### src/rtl/spi_slave_if.sv
// Pin and core-side signal bundle for one SPI slave channel.
interface spi_slave_if #(
    parameter int DATA_WIDTH = 8
);
    logic                  SCLK;
    logic                  CS;
    logic                  MOSI;
    logic                  MISO;
    logic                  MISO_oe;
    logic [DATA_WIDTH-1:0] slaveDataToSend;
    logic                  txLoad;
    logic                  txReady;
    logic [DATA_WIDTH-1:0] slaveDataReceived;
    logic                  rxValid;
    logic                  txUnderrun;
    logic                  frameAbort;
    logic                  busy;

    modport slave (
        input  SCLK, CS, MOSI, slaveDataToSend, txLoad,
        output MISO, MISO_oe, txReady, slaveDataReceived, rxValid,
               txUnderrun, frameAbort, busy
    );

    modport master (
        output SCLK, CS, MOSI, slaveDataToSend, txLoad,
        input  MISO, MISO_oe, txReady, slaveDataReceived, rxValid,
               txUnderrun, frameAbort, busy
    );
endinterface

### src/rtl/spi_slave.sv
// SPI slave (mode 0, MSB first) oversampled on clk, with a one-deep
// transmit shadow register and a parallel receive port.
module spi_slave #(
    parameter int DATA_WIDTH  = 8,
    parameter int SYNC_STAGES = 2
) (
    input  logic        clk,
    input  logic        reset,
    spi_slave_if.slave  bus
);
    localparam int CW = $clog2(DATA_WIDTH);

    typedef enum logic {IDLE, ACTIVE} state_t;

    state_t                 r_state, w_state_nxt;
    logic [SYNC_STAGES-1:0] r_sclk_sync, r_cs_sync, r_mosi_sync;
    logic                   r_sclk_d, r_cs_d;
    logic [DATA_WIDTH-1:0]  r_tx_sh, r_rx_sh, r_shadow, r_rx_data;
    logic                   r_shadow_full;
    logic [CW-1:0]          r_bit_cnt;
    logic                   r_first, r_udr_pend;
    logic                   r_miso, r_rx_valid, r_underrun, r_abort;

    logic w_sclk, w_cs, w_mosi;
    logic w_sclk_rise, w_sclk_fall, w_cs_rise, w_cs_fall;
    logic w_busy, w_start, w_stop, w_sample, w_shift, w_done, w_tx_load;
    logic w_can_capture;
    logic [DATA_WIDTH-1:0] w_rx_next;

    assign w_sclk      = r_sclk_sync[SYNC_STAGES-1];
    assign w_cs        = r_cs_sync[SYNC_STAGES-1];
    assign w_mosi      = r_mosi_sync[SYNC_STAGES-1];
    assign w_sclk_rise = w_sclk & ~r_sclk_d;
    assign w_sclk_fall = ~w_sclk & r_sclk_d;
    assign w_cs_rise   = w_cs & ~r_cs_d;
    assign w_cs_fall   = ~w_cs & r_cs_d;

    always_ff @(posedge clk or negedge reset) begin
        if (!reset) begin
            r_sclk_sync <= '0;
            r_cs_sync   <= '0;
            r_mosi_sync <= '0;
            r_sclk_d    <= 1'b0;
            r_cs_d      <= 1'b0;
        end else begin
            r_sclk_sync <= SYNC_STAGES'({r_sclk_sync, bus.SCLK});
            r_cs_sync   <= SYNC_STAGES'({r_cs_sync, bus.CS});
            r_mosi_sync <= SYNC_STAGES'({r_mosi_sync, bus.MOSI});
            r_sclk_d    <= w_sclk;
            r_cs_d      <= w_cs;
        end
    end

    always_ff @(posedge clk or negedge reset) begin
        if (!reset) r_state <= IDLE;
        else        r_state <= w_state_nxt;
    end

    // CS deselect takes priority over any SCLK edge seen in the same cycle.
    always_comb begin
        w_state_nxt = r_state;
        w_busy      = 1'b0;
        w_start     = 1'b0;
        w_stop      = 1'b0;
        w_sample    = 1'b0;
        w_shift     = 1'b0;
        case (r_state)
            IDLE: begin
                if (w_cs_fall) begin
                    w_start     = 1'b1;
                    w_state_nxt = ACTIVE;
                end
            end
            ACTIVE: begin
                w_busy = 1'b1;
                if (w_cs_rise) begin
                    w_stop      = 1'b1;
                    w_state_nxt = IDLE;
                end else begin
                    w_sample = w_sclk_rise;
                    w_shift  = w_sclk_fall;
                end
            end
            default: w_state_nxt = IDLE;
        endcase
    end

    assign w_done        = w_sample && (r_bit_cnt == CW'(DATA_WIDTH-1));
    assign w_tx_load     = w_start || w_done;
    assign w_can_capture = !r_shadow_full || w_tx_load;
    assign w_rx_next     = {r_rx_sh[DATA_WIDTH-2:0], w_mosi};

    always_ff @(posedge clk or negedge reset) begin
        if (!reset) begin
            r_tx_sh       <= '0;
            r_rx_sh       <= '0;
            r_rx_data     <= '0;
            r_shadow      <= '0;
            r_shadow_full <= 1'b0;
            r_bit_cnt     <= '0;
            r_first       <= 1'b0;
            r_udr_pend    <= 1'b0;
            r_miso        <= 1'b0;
            r_rx_valid    <= 1'b0;
            r_underrun    <= 1'b0;
            r_abort       <= 1'b0;
        end else begin
            r_rx_valid <= 1'b0;
            r_underrun <= 1'b0;
            r_abort    <= 1'b0;

            if (bus.txLoad && w_can_capture) begin
                r_shadow      <= bus.slaveDataToSend;
                r_shadow_full <= 1'b1;
            end else if (w_tx_load) begin
                r_shadow_full <= 1'b0;
            end

            if (w_tx_load) r_tx_sh <= r_shadow_full ? r_shadow : '0;

            if (w_start) begin
                r_miso     <= r_shadow_full ? r_shadow[DATA_WIDTH-1] : 1'b0;
                r_underrun <= !r_shadow_full;
                r_bit_cnt  <= '0;
                r_first    <= 1'b0;
                r_udr_pend <= 1'b0;
            end

            // A reload at a byte boundary only counts as an underrun once the
            // next byte actually begins clocking.
            if (w_sample) begin
                r_rx_sh <= w_rx_next;
                if (r_bit_cnt == '0 && r_udr_pend) begin
                    r_underrun <= 1'b1;
                    r_udr_pend <= 1'b0;
                end
                if (w_done) begin
                    r_rx_data  <= w_rx_next;
                    r_rx_valid <= 1'b1;
                    r_bit_cnt  <= '0;
                    r_first    <= 1'b1;
                    r_udr_pend <= !r_shadow_full;
                end else begin
                    r_bit_cnt <= r_bit_cnt + 1'b1;
                end
            end

            // The first fall after a boundary reload presents bit 7 unshifted.
            if (w_shift) begin
                if (r_first) begin
                    r_miso  <= r_tx_sh[DATA_WIDTH-1];
                    r_first <= 1'b0;
                end else begin
                    r_tx_sh <= r_tx_sh << 1;
                    r_miso  <= r_tx_sh[DATA_WIDTH-2];
                end
            end

            if (w_stop) begin
                r_abort    <= (r_bit_cnt != '0);
                r_bit_cnt  <= '0;
                r_first    <= 1'b0;
                r_udr_pend <= 1'b0;
                r_miso     <= 1'b0;
            end
        end
    end

    assign bus.MISO              = r_miso;
    assign bus.MISO_oe           = w_busy;
    assign bus.busy              = w_busy;
    assign bus.txReady           = !r_shadow_full;
    assign bus.slaveDataReceived = r_rx_data;
    assign bus.rxValid           = r_rx_valid;
    assign bus.txUnderrun        = r_underrun;
    assign bus.frameAbort        = r_abort;
endmodule

### src/flat_wrapper.sv
// flat-port wrapper written by rule: the top's interface ports become plain ports
module spi_slave_flat 
#(
    parameter int DATA_WIDTH  = 8,
    parameter int SYNC_STAGES = 2
)
  (clk, reset, bus_SCLK, bus_CS, bus_MOSI, bus_slaveDataToSend, bus_txLoad, bus_MISO, bus_MISO_oe, bus_txReady, bus_slaveDataReceived, bus_rxValid, bus_txUnderrun, bus_frameAbort, bus_busy);
  spi_slave_if #(.DATA_WIDTH(DATA_WIDTH)) bus_i ();
  input  logic clk;
  input  logic reset;
  input wire logic [$bits(bus_i.SCLK)-1:0] bus_SCLK;
  input wire logic [$bits(bus_i.CS)-1:0] bus_CS;
  input wire logic [$bits(bus_i.MOSI)-1:0] bus_MOSI;
  input wire logic [$bits(bus_i.slaveDataToSend)-1:0] bus_slaveDataToSend;
  input wire logic [$bits(bus_i.txLoad)-1:0] bus_txLoad;
  output wire logic [$bits(bus_i.MISO)-1:0] bus_MISO;
  output wire logic [$bits(bus_i.MISO_oe)-1:0] bus_MISO_oe;
  output wire logic [$bits(bus_i.txReady)-1:0] bus_txReady;
  output wire logic [$bits(bus_i.slaveDataReceived)-1:0] bus_slaveDataReceived;
  output wire logic [$bits(bus_i.rxValid)-1:0] bus_rxValid;
  output wire logic [$bits(bus_i.txUnderrun)-1:0] bus_txUnderrun;
  output wire logic [$bits(bus_i.frameAbort)-1:0] bus_frameAbort;
  output wire logic [$bits(bus_i.busy)-1:0] bus_busy;
  assign bus_i.SCLK = bus_SCLK;
  assign bus_i.CS = bus_CS;
  assign bus_i.MOSI = bus_MOSI;
  assign bus_i.slaveDataToSend = bus_slaveDataToSend;
  assign bus_i.txLoad = bus_txLoad;
  assign bus_MISO = bus_i.MISO;
  assign bus_MISO_oe = bus_i.MISO_oe;
  assign bus_txReady = bus_i.txReady;
  assign bus_slaveDataReceived = bus_i.slaveDataReceived;
  assign bus_rxValid = bus_i.rxValid;
  assign bus_txUnderrun = bus_i.txUnderrun;
  assign bus_frameAbort = bus_i.frameAbort;
  assign bus_busy = bus_i.busy;
  spi_slave #(.DATA_WIDTH(DATA_WIDTH), .SYNC_STAGES(SYNC_STAGES)) u_core (.clk(clk), .reset(reset), .bus(bus_i));
endmodule
### config.mk
export PLATFORM = sky130hd
export DESIGN_NAME = spi_slave_flat
export DESIGN_NICKNAME = d
export VERILOG_FILES = /design/src/rtl/spi_slave_if.sv /design/src/rtl/spi_slave.sv /design/src/flat_wrapper.sv
export SDC_FILE = /design/constraint.sdc
export NUM_CORES = 1
export LEC_CHECK = 0
export BUFFER_PORTS_ARGS = -buffer_cell sky130_fd_sc_hd__buf_2
export CAP_MARGIN = 10
export CORE_MARGIN = 5
export CORE_UTILIZATION = 55
export CTS_CLUSTER_SIZE = 30
export DETAILED_ROUTE_END_ITERATION = 10
export PLACE_DENSITY_LB_ADDON = 0.25
export SYNTH_ARGS = -nofsm -noshare
export SYNTH_HDL_FRONTEND = slang
export SYNTH_SLANG_ARGS = --single-unit
### constraint.sdc
create_clock -name clk -period 4.5 [get_ports clk]
set_input_delay 0.45 -clock clk [delete_from_list [all_inputs] [get_ports clk]]
set_output_delay 0.45 -clock clk [all_outputs]
set_load 0.01 [all_outputs]
# Word level (Yosys, flattened, before mapping)
# Index checks and enable logic that the tools add are counted.
[classes]
addsub = 1
n_eq_ne = 1
n_mux = 43
n_bitwise = 9
reduce_logical = 12
[op_table]
columns = ["cell", "count"]
rows = [
  ["1-bit two-way mux", 34],
  ["8-bit two-way mux", 4],
  ["3-bit two-way mux", 4],
  ["3-bit nonzero test", 3],
  ["1-bit NOT", 5],
  ["1-bit bitwise AND", 4],
  ["3-bit by 1-bit adder with 3-bit output, second input constant", 1],
  ["3-bit equality test, second input constant", 1],
  ["1-bit logical AND", 3],
  ["3-bit logical NOT", 1],
  ["1-bit logical OR", 2],
  ["1-bit case mux with 2 select lines", 1],
  ["2-bit AND reduction", 1],
  ["2-bit nonzero test", 1],
  ["1-bit logical NOT", 1],
]
[totals]
reg_bits = 50
inputBits = 14
out_inout_bits = 15

# Longest topological paths before layout
[depth]
depth_word = 10
ltp_mapped = 7

# Worst setup path before layout
# OpenSTA, ideal clock, no wires.
[synth_timing]
path_type = "register -> register"
start = "reg u_core.r_bit_cnt[0]"
end = "reg u_core.r_shadow[0]"
arrival_ns = 1.632
t_required_ns = 4.375
slack_ns = 2.744
stages_incl_launch_ff = 7
n_path_buf = 0
synth_period_minus_slack_ns = 1.756
cell_sequence = "dfrtp_1 > ha_1 > ha_1 > nand3b_1 > o31ai_4 > o21ai_4 > mux2_2"
[synth_via]
elab_chain_len = 5
[synth_rtl]
columns = ["element", "line", "text"]
rows = [
  ["from (decl)", "spi_slave.sv:20", "logic [CW-1:0] r_bit_cnt;"],
  ["from (signal assigned)", "spi_slave.sv:144", "r_bit_cnt <= r_bit_cnt + 1'b1;"],
  ["3-bit equality test", "spi_slave.sv:88", "assign w_done = w_sample && (r_bit_cnt == CW'(DATA_WIDTH-1));"],
  ["1-bit logical AND", "spi_slave.sv:88", ""],
  ["1-bit logical OR", "spi_slave.sv:89", "assign w_tx_load = w_start || w_done;"],
  ["1-bit logical OR", "spi_slave.sv:90", "assign w_can_capture = !r_shadow_full || w_tx_load;"],
  ["1-bit logical AND", "spi_slave.sv:112", "if (bus.txLoad && w_can_capture) begin"],
  ["to (signal assigned)", "spi_slave.sv:113", "r_shadow <= bus.slaveDataToSend;"],
  ["to (decl)", "spi_slave.sv:18", "logic [DATA_WIDTH-1:0] r_tx_sh, r_rx_sh, r_shadow, r_rx_data;"],
]
# Every way passes these cells.
# A chain may end at the register's enable or synchronous reset.

# Final worst setup path
[layout_timing]
start = "reg u_core.r_bit_cnt[0]"
end = "reg u_core.r_shadow[7]"
# Same word-level chain as after synthesis.

==> metrics.yaml <==
synth_seq_area_share: 0.6086
startpoint_type: "flip-flop"
slew-limit-headroom: 0.2931
arrival_ps: 2130
antenna_found_initial: 0
syn-cell-area_mm2: 0.002056
synth_top_cell_by_area: "dfrtp_1"
num_io_pins: 29
die_y_um: 71.14
finalSetupTns_ps: 0
hold_buffers: 0
postCtsSetupBuffers: 0
critPathMaxFanout: 9
p_switching_uw: 264.1
fin_nets: 205
dp_hpwl_mm: 2.513
synth_area_leaders: "dfrtp_1, mux2_2, nand3_1"
die-area_mm2: 0.005060
synth.most_common_cell: "dfrtp_1"
grt_usage: 0.1533
place.gp.congestion: 0.8402
tritoncts: "built"
drtIter0Drc: 136
clk_pin_slew_worst_paths_ps: 90
final_core_util: 0.6336
core_area_mm2: 0.003633
area_delta_synth_final_pct: 11.99
hold_violations: 0
rrSetupSlack_ps: 2560
status: "finished, final reports clean"
ys_warn_count: 0
drtAntennaViolNets: 0
r2r_end: "u_core.r_shadow[7]$_DFFE_PN0P_"
final_layout_size_suffix_gt1_frac: 0.3280
fin_skew_ps: 6.030
grt_max_degree: 51
slew_violations: 0
synth_top_area_frac: 0.6086
endpoint: "u_core.r_shadow[7]$_DFFE_PN0P_"
p_sw_frac: 0.2682
synthTopCellsByCount: "dfrtp_1, mux2_2, nand2_1"
cp.required_ps: 4690
worstSkewPairLatency_ps: 300
synth.distinct_cells: 34
diodes: 0
via_per_inst: 5.451
cts_resized: 0
wl_per_cell_um: 14.73
gr-total-overflow: 0
maxCapViolCount: 0
initial_core_util: 0.5658
min_path_type: "input port to flip-flop"
end_kind: "flip-flop"
fillerInstances: 283
synth_ff_type: "dfrtp_1"
routed-via-count: 1292
finalSetupViolCount: 0
clockBufferDepth: 2
cts.sinks: 50
worst_pin_slew_ps: 1060
die_w_um: 71.14
p_seq_frac: 0.596
dr.pass1.iters: 4
r2r_cells: 6
io_buffer_count: 28
power_density_mw_per_mm2: 427.7
worstSetupPathType: "flip-flop to flip-flop"
routed_wl_mm: 3.492
register_area_mm2: 0.001251
internal_power_uw: 720.6
grt_pass1_wl_mm: 6.106
fin_crit_sh: 0.4310
critical_path.startpoint: "u_core.r_bit_cnt[0]$_DFFE_PN0P_"
syn_avg_cell_area_um2: 12.85
cts_max_level: 2
syn_nets: 177
synth-seq-cells: 50
ir_worst_vdd_mv: 0.2723
multi_input_area_um2: 726.9
clockRootBuffer: "clkbuf_8"
max_freq_mhz: 515.6
synthCells: 160
power_uw: 984.7
drcViolationCount: 0
holdWs_ps: 253.5
synth_edf_count: 0
rsz0062_at_grt: "false"
p_leak_nw: 1.140
async_flop_share: 1.000
rows: 22
r2r_start: "u_core.r_bit_cnt[0]$_DFFE_PN0P_"
first_global_vias: 1319
finalCriticalPeriod_ps: 1939
numCtsBuffers: 5
share_comb_of_total_power: 0.143
clkPwrFrac: 0.262
-- how the worst min path moves through the flow --
stage	startpoint	end	slack (ps)	depth (start not counted)
after global placement	u_core.r_sclk_sync[0]$_DFF_PN0_	u_core.r_sclk_sync[1]$_DFF_PN0_	330	0
after detailed placement	u_core.r_mosi_sync[0]$_DFF_PN0_	u_core.r_mosi_sync[1]$_DFF_PN0_	340	0
final	bus_MOSI	u_core.r_mosi_sync[0]$_DFF_PN0_	250	1
after floorplan	reset	u_core.bus.MISO$_DFFE_PN0P_	150	0
after global routing	bus_SCLK	u_core.r_sclk_sync[0]$_DFF_PN0_	240	1
after CTS	bus_MOSI	u_core.r_mosi_sync[0]$_DFF_PN0_	240	1
-- layout by cell type, fill, tap and decap left out, types with 2 or more instances in the layout --
| master | instances |
|---|---|
| a31oi_1 | 7 |
| ha_1 | 3 |
| nand3_1 | 10 |
| a22o_1 | 2 |
| nand3b_1 | 3 |
| nor2_1 | 9 |
| mux2_2 | 23 |
| nand2_1 | 11 |
| dfrtp_1 | 50 |
| nor2b_1 | 2 |
| a21oi_1 | 3 |
| inv_1 | 8 |
| nor3b_1 | 2 |
| o21ai_0 | 4 |
| clkbuf_8 | 5 |
| buf_2 | 28 |
-- state kept, by name, summed over array words and instances (netlist names), 2 cells and up --
name,count
u_core.r_bit_cnt,3
u_core.r_tx_sh,8
u_core.r_rx_sh,7
u_core.r_shadow,8
u_core.r_sclk_sync,2
u_core.r_cs_sync,2
u_core.r_mosi_sync,2
u_core.bus.slaveDataReceived,8
-- layout make-up --
type | count | share of cell area
Sequential cell | 50 | 0.5435
Multi-Input combinational cell | 95 | 0.3158
Tap cell | 48 | 0.02609
Clock buffer | 5 | 0.02989
Timing Repair Buffer | 28 | 0.06087
Inverter | 8 | 0.01304
Clock inverter | 3 | 0.01087
-- routing by layer --
metal / GRT usage / routed length [um]
met5: 0 / 0
met4: 0.06263 / 55
met1: 0.1948 / 1542
met2: 0.2420 / 1669
met3: 0.05114 / 225
-- cells by family after synthesis --
family / count (synthesis) / share of synthesized area
and+or+nand+nor: 42 / 0.1029
buffers and inverters: 15 / 0.03774
muxes: 25 / 0.1388
AOI/OAI and AO/OA: 25 / 0.09374
adders and majority gates: 3 / 0.01826
DFF: 50 / 0.6086
-- power by group through the flow --
stage / logic, mW / registers, mW / clock network (mW)
after detailed placement: 0.143 / 0.595 / 0
after CTS: 0.143 / 0.587 / 0.268
final: 0.140 / 0.586 / 0.258
after floorplan: 0.111 / 0.576 / 0
after global placement: 0.133 / 0.591 / 0
after global routing: 0.158 / 0.598 / 0.289
-- critical path, stage by stage, from the launching register on --
cell and delay [ps]:
dfrtp_1 380, ha_1 160, ha_1 190, nand3b_1 160, o31ai_4 440, o21ai_4 170
mux2_4 320
-- metrics by stage --
step	instance area (um2)	worst slack (ps)	std cells
after floorplan	2056	2744	160
after global placement	2208	2635	229
after detailed placement	2208	2559	229
after CTS	2302	2549	237
after global routing	2302	2408	237
final	2302	2561	237
(Power assumes the default switching activity.)
